`config.mk`:
```
export PLATFORM = sky130hd
export DESIGN_NAME = regfile_scoreboard
export DESIGN_NICKNAME = d
export VERILOG_FILES = /design/src/rtl/regfile_scoreboard.sv
export SDC_FILE = /design/constraint.sdc
export NUM_CORES = 2
export LEC_CHECK = 0
export BUFFER_PORTS_ARGS = -buffer_cell sky130_fd_sc_hd__clkbuf_2
export CAP_MARGIN = 20
export CORE_MARGIN = 2
export CORE_UTILIZATION = 50
export CTS_CLUSTER_DIAMETER = 200
export DETAILED_ROUTE_END_ITERATION = 10
export MAX_ROUTING_LAYER = met4
export PLACE_DENSITY = 0.66
export SLEW_MARGIN = 10
export SYNTH_ARGS = -nofsm -noshare
export SYNTH_HDL_FRONTEND = slang
export SYNTH_SLANG_ARGS = --single-unit
```
`constraint.sdc`:
```
create_clock -name clock -period 3.9 [get_ports clock]
set_input_delay 0.78 -clock clock [delete_from_list [all_inputs] [get_ports clock]]
set_output_delay 0.78 -clock clock [all_outputs]
set_load 0.02 [all_outputs]
```
`src/rtl/regfile_scoreboard.sv`:
```
// Parametrised integer register file with a per-register busy scoreboard.
// Optional write-through forwarding is enabled by defining REGFILE_BYPASS_EN.
module regfile_scoreboard #(
  parameter int XLEN  = 32,
  parameter int NREGS = 32,
  parameter int NREAD = 2,
  localparam int AW   = $clog2(NREGS),
  localparam int CW   = $clog2(NREGS + 1)
) (
  input  logic                  clock,
  input  logic                  reset_n,
  input  logic [NREAD*AW-1:0]   ra,
  output logic [NREAD*XLEN-1:0] rd,
  output logic [NREAD-1:0]      rbusy,
  input  logic                  we,
  input  logic [AW-1:0]         wa,
  input  logic [XLEN-1:0]       wd,
  input  logic                  rsv_en,
  input  logic [AW-1:0]         rsv_addr,
  output logic                  rsv_waw,
  output logic [CW-1:0]         pending,
  output logic                  idle
);

  logic [XLEN-1:0]  regs [NREGS];
  logic [NREGS-1:0] busy;
  logic [NREGS-1:0] busy_next;
  logic [CW-1:0]    pending_next;
  logic             wr_hit;
  logic             set_hit;
  logic             clr_hit;

  assign wr_hit  = we && (wa != '0);
  assign set_hit = rsv_en && (rsv_addr != '0);
  // A reservation landing on the register being written keeps it busy.
  assign clr_hit = wr_hit && !(set_hit && (rsv_addr == wa));

  assign rsv_waw = set_hit && busy[rsv_addr];
  assign idle    = (pending == '0);

  always_comb begin
    busy_next    = busy;
    pending_next = pending;
    if (clr_hit) busy_next[wa] = 1'b0;
    if (set_hit) busy_next[rsv_addr] = 1'b1;
    if (set_hit && !busy[rsv_addr]) pending_next = pending_next + CW'(1);
    if (clr_hit && busy[wa])        pending_next = pending_next - CW'(1);
  end

  always_ff @(posedge clock or negedge reset_n) begin
    if (!reset_n) begin
      for (int r = 0; r < NREGS; r++) regs[r] <= '0;
      busy    <= '0;
      pending <= '0;
    end else begin
      if (wr_hit) regs[wa] <= wd;
      busy    <= busy_next;
      pending <= pending_next;
    end
  end

  always_comb begin
    rd    = '0;
    rbusy = '0;
    for (int i = 0; i < NREAD; i++) begin
      if (ra[i*AW +: AW] != '0) begin
        rd[i*XLEN +: XLEN] = regs[ra[i*AW +: AW]];
        rbusy[i]           = busy[ra[i*AW +: AW]];
      end
`ifdef REGFILE_BYPASS_EN
      // Forward the writeback value so issue need not wait for the edge.
      if (wr_hit && (wa == ra[i*AW +: AW])) begin
        rd[i*XLEN +: XLEN] = wd;
        rbusy[i]           = set_hit && (rsv_addr == wa);
      end
`endif
    end
  end

endmodule

```
[After elaboration in Yosys (flattened, before gate mapping)]
Cells that the tools add are included.
Cells by class
  muxes and demuxes: 29
  bitwise logic cells: 6
  order comparisons: 10
  equal/unequal tests: 1
  reductions and logical operators: 17
  add/subtract/negate cells: 2
Operators by type and width (number)
  $bwmux W1024: 1
  $bmux W32 S5: 2
  $mux W32: 9
  $demux W32 S5: 1
  $and A32 B32 Y32: 1
  $not A32 Y32: 1
  $or A32 B32 Y32: 1
  $lt A5 B6 Y1 const B: 4
  $bmux W1 S5: 4
  $reduce_bool A5 Y1: 4
  $ge A6 B6 Y1 const B: 3
  $not A5 Y6: 3
  $mux W6: 2
  $demux W1 S5: 2
  $ge A5 B1 Y1 const B: 2
  $logic_and A1 B1 Y1: 10
  $mux W1: 8
  $add A6 B1 Y6 const B: 1
  $logic_not A6 Y1: 1
  $lt A6 B1 Y1 const B: 1
  $sub A6 B1 Y6 const B: 1
  $eq A5 B5 Y1: 1
  $logic_not A1 Y1: 2
Storage, ports and cells
  flip-flop bits (word level): 1062
  logic and storage cells: 99
  output and inout port bits: 74

[Longest topological paths before layout]
  depth in word-level cells: 9
  gate-level depth with buffers: 13
  mapped depth without buffers: 11

[Worst setup path before layout]
Ideal clock, no wire load.
  kind: input to output
  from: in ra[5]
  to: out rd[32]
  stages on the path: 7
  setup slack: 0.272 ns
  arrival: 2.848 ns
  data required time: 3.120 ns
  cells stage by stage: clkbuf_1 buf_2 buf_1 mux4_2 mux4_2 mux2i_1 nor2_1
On the way
  word-level cells in the longest chain between the ends: 5
  elaborated cells on any way between the ends: 6
  classes of those cells: mux (4); bitwise (1); reduce/logical (1)
RTL lines
  start: declaration: line 12  | input logic [NREAD*AW-1:0] ra,
  $not A5 Y6 (implied by the code): line 67  | rd[i*XLEN +: XLEN] = regs[ra[i*AW +: AW]];
  $bmux W32 S5: line 67
  $mux W32 (implied by the code) (2 in a row): line 67
  $mux W32 (*): line 66  | if (ra[i*AW +: AW] != '0) begin
  end: declaration: line 13  | output logic [NREAD*XLEN-1:0] rd,
Mark *: on every way between the ends. The rest lies on a longest branch, timed or not. The select of a mux whose other input is x is not followed.

[Final worst setup path]
  from: in ra[0]
  to: out rd[16]
The elaborated chain is that of the path after synthesis.

==> reports/results.env <==
TIMING.CLOCK.SKEW_PS=7.80
CLOCK_TREE.HTREE_LEVEL_COUNT=3
SYNTH_LARGEST_AREA_CELL='sky130_fd_sc_hd__dfrtp_1'
CP_DATA_REQUIRED_TIME_PS=3120
WORSTPATHCELLLIST='buf_8, buf_12, buf_12, mux4_2, mux4_2, mux2i_1, buf_4, nor2_1, clkbuf_2'
CLOCK_POWER_SHARE_PCT=33.2
CLOCK_LATENCY_PS=690
ROUTED.TOP_LAYER='met4'
DR_WL_MET2_MM=83.8
WORST-R2R-CELL-COUNT=11
CTS_TREE='yes'
ANTENNA_FOUND_INITIAL=13
FIRST_GLOBAL_VIAS=37600
DIE-AREA_MM2=0.117
DR_TOTAL_VIAS=35500
FIN_CRIT_SH_PCT=99.2
LARGEST_NET_DEGREE_AT_THE_START_OF_GLOBAL_ROUTING=85
CP-ENDPOINT='rd[16]'
TIMING.CRITICAL_PATH.SLOWEST_CELL_DELAY_PS=500
GR-USAGE-ALL-LAYERS_PCT=31.8
AREAGROWTHSYNTHTOFINISH_PCT=14.5
ACHIEVABLE-FREQUENCY_MHz=259
SYNTHESIZED_CELL_AREA_MM2=0.0570
PEAKVDDDROP_mV=0.366
CLOCK-ROOT-BUFFER='sky130_fd_sc_hd__clkbuf_16'
DIE_X_UM=342
SYNTH-EDFF-COUNT=0
RRSETUPSLACK_PS=1000
DRC_ERRORS=0
INTERNAL_POWER_mW=24.5
TIMING_MAX_TRANSITION_VIOLATIONS_FINAL=0
YOSYS.CELL_TYPES.COUNT=63
DIE_HEIGHT_UM=342
MAX_TRANSITION_MARGIN_PCT=35.2
STATUS='finished clean'
DETAIL-ROUTE-ANTENNA-NETS=0
CAP_VIOLATIONS=0
ROWS=123
GLOBALPLACE.CONGESTION=0.902
TIMING_WORST_SETUP_PATH_TYPE='in -> out'
FIN_WORST_HOLD_SLACK_PS=222
VIA_PER_INST=6.85
TIMING.RR.END='pending[4]'
TIGHTEST_SLEW_PS=972
STANDARD_CELL_WITH_THE_MAXIMUM_STAGE_DELAY_ON_THE_CRITICAL_PATH='sky130_fd_sc_hd__mux4_2'
CRITICAL_PATH.ENDPOINT_TYPE='primary output'
NUMPLACEDINSTANCES=4952
SYNTH.FF_LATCH_COUNT=1062
YOSYSSEQAREASHARE_PCT=46.6
RANKING_OF_SYNTHESIZED_CELLS_BY_AREA='sky130_fd_sc_hd__dfrtp_1 (47%), sky130_fd_sc_hd__mux4_2 (26%), sky130_fd_sc_hd__mux2_2 (19%)'
POST_SYNTH.CELL_AREA_AVG_UM2=16.3
COREAREA_MM2=0.113
SETUP-VIOLATIONS-FINAL=0
POWER_FRAC_SEQ_PCT=43.6
FLOORPLAN.INITIALDENSITY_PCT=50.5
WIRE_LENGTH_REPORTED_BY_THE_DETAILED_ROUTER_MM=177
NUMBER_OF_CELLS_IN_THE_FINISHED_LAYOUT_APART_FROM_FILLERS=5185
WIRE_PER_INST_UM=34.2
SYNTH-ASYNC-RESET-RATIO_PCT=100
WIRELENGTH_MET1_MM=71.2
DRIVE_ABOVE_1_SHARE_PCT=61.2
R2R-START='busy[2]'
GRT_SETUP_UNREPAIRED='no'
POWER.LEAKAGE_nW=28.0
GRT_FIRST_PASS_WIRELENGTH_MM=262
POWER.SWITCHING_FRACTION_PCT=28.0
CLOCKBUFFERDEPTH=3
YOSYS_MOST_USED_DFF='sky130_fd_sc_hd__dfrtp_1'
LAYOUT_MIN_CYCLE_TIME_PS=3870
CTS_NUM_SINKS=1062
COMBPWRFRAC_PCT=23.2
POSTSYNTHNETCOUNT=3547
ROUTE.MET3.WL_MM=14.5
CLKSLEWWORSTSETUPHOLDPATHS_PS=60
CRITPATHLAUNCH='ra[0]'
POWER_SPENT_CHARGING_AND_DISCHARGING_NETS_mW=9.52
WORST_SETUP_PATH_START_KIND='input pin'
CTS_HOLD_BUF=0
HOLD_PATH_CLASS='in -> async'
PLACEMENT.IO_BUFFERS=129
NNETSFINAL=3638
WORST-PATH-MAX-FANOUT=15
DPL.HPWL_MM=108
SYNTH-WARNING-COUNT=0
YOSYS.AREA.TOP_TYPE_SHARE_PCT=46.6
GLOBALROUTE.TOTALOVERFLOW=0
CELLPOWERDENSITY_mW_PER_MM2=520
CTS_INSERTED_BUFFERS=115
SYNTHESIS.INSTANCES=3488
DRTPASS1ITERATIONS=7
DR.FIRST_ITER.DRC_COUNT=3619
CRITPATHARRIVALTIME_PS=3090
IO_PINS=130
TOTAL_COUNT_OF_HOLD_CHECK_FAILURES_IN_THE_FINAL_REPORT=0
==> how the worst min path moves through the flow <==
stage / to / start / slack (ps)
2_1_floorplan: regs[1000] / regs[1000] / 440
3_3_place_gp: regs[998] / regs[998] / 380
3_5_place_dp: regs[1019] / regs[1019] / 380
4_1_cts: regs[790] / reset_n / 190
5_1_grt: regs[790] / reset_n / 220
6_report: regs[183] / reset_n / 220
==> per-layer routing <==
| metal | up-vias | global-route usage (%) |
|---|---|---|
| li1 | 13800 | - |
| met1 | 19600 | 42.9 |
| met2 | 1727 | 48.1 |
| met3 | 399 | 6.14 |
| met4 | 0 | 12.7 |
| met5 | - | - |
==> power groups by stage <==
stage	clock network (mW)	logic (mW)	registers, mW
global placement	0	7.58	14.7
finish	11.3	7.88	14.8
CTS	11.4	7.88	14.8
detailed placement	0	7.84	14.9
global route	11.9	8.35	15.1
floorplan	0	5.65	14.3
==> worst max-delay path: cells and delay by family <==
family	cells	cell delay (ps)
muxes	3	1180
buffers and inverters	5	940
and+or+nand+nor	1	130
==> Yosys cell counts, drive strengths merged (2+ instances only) <==
master,number
or4,2
or3b,3
xor2,6
o22ai,4
nand3,11
and3b,3
clkbuf,277
and3,2
a21oi,2
ha,3
nand4,2
mux2,996
xnor2,7
nor3,5
mux4,674
mux2i,71
o21ai,60
inv,4
buf,129
nor2,97
clkdlybuf4s15,2
or2,4
nand3b,3
a22oi,2
nor2b,5
dfrtp,1062
a221o,2
nand2,20
nor3b,3
or3,3
nand2b,11
==> registers in the layout, summed over array words and instances, names as in the netlist <==
register / cells
busy: 32
pending: 6
regs: 1024
==> layout by cell type, fill, tap and decap left out, types with 8 or more instances in the layout <==
cell and n:
sky130_fd_sc_hd__dfrtp_1 1062, sky130_fd_sc_hd__mux2_2 960, sky130_fd_sc_hd__mux4_2 665, sky130_fd_sc_hd__buf_4 153, sky130_fd_sc_hd__clkbuf_16 118, sky130_fd_sc_hd__clkbuf_2 118, sky130_fd_sc_hd__buf_12 99, sky130_fd_sc_hd__nor2_1 73
sky130_fd_sc_hd__mux2i_1 66, sky130_fd_sc_hd__o21ai_0 56, sky130_fd_sc_hd__mux2_1 36, sky130_fd_sc_hd__clkbuf_8 34, sky130_fd_sc_hd__clkinv_2 25, sky130_fd_sc_hd__nor2_4 23, sky130_fd_sc_hd__clkbuf_1 21, sky130_fd_sc_hd__nand2_1 18
sky130_fd_sc_hd__diode_2 11, sky130_fd_sc_hd__mux4_1 9, sky130_fd_sc_hd__nand3_1 9, sky130_fd_sc_hd__bufinv_16 8
==> metrics by stage <==
| stage | setup slack (ps) | cell area, µm² | utilization [%] | power [mW] | TNS [ps] |
|---|---|---|---|---|---|
| after detailed placement | -440 | 61200 | 54.2 | 22.8 | -1560 |
| after global placement | -392 | 61200 | 54.2 | 22.3 | -1180 |
| after floorplan | 272 | 57000 | - | 20.0 | 0 |
| after global routing | 6.93 | 65300 | 57.9 | 35.3 | 0 |
| after CTS | 7.29 | 65100 | 57.7 | 34.1 | 0 |
| final | 32.9 | 65300 | 57.9 | 34.0 | 0 |
==> logic make-up after synthesis <==
logic type | share of synthesized area [%]
and+or+nand+nor | 1.55
xor gates and xnor gates | 0.200
adders and majority gates | 0.0658
buffers and inverters | 3.07
AOI/OAI and AO/OA | 0.895
DFF | 46.6
muxes | 47.6
==> what timing repair did <==
| item | 4_1_cts | 5_1_grt |
|---|---|---|
| gates cloned | 0 | 1 |
| gates resized for setup | 7 | 5 |
| setup endpoints to repair | 23 | 7 |
| setup buffers | 0 | 9 |
| pin swaps | 0 | 0 |
==> area by class of cell <==
cell class	count	area [µm²]
Antenna cell	11	27.5
Clock buffer	172	3470
Clock inverter	40	444
Fill cell	8440	47500
Inverter	4	15.0
Multi-Input combinational cell	2014	28900
Sequential cell	1062	26600
Tap cell	1500	1880
Timing Repair Buffer	382	3950
Power figures use the tool's default switching activity.
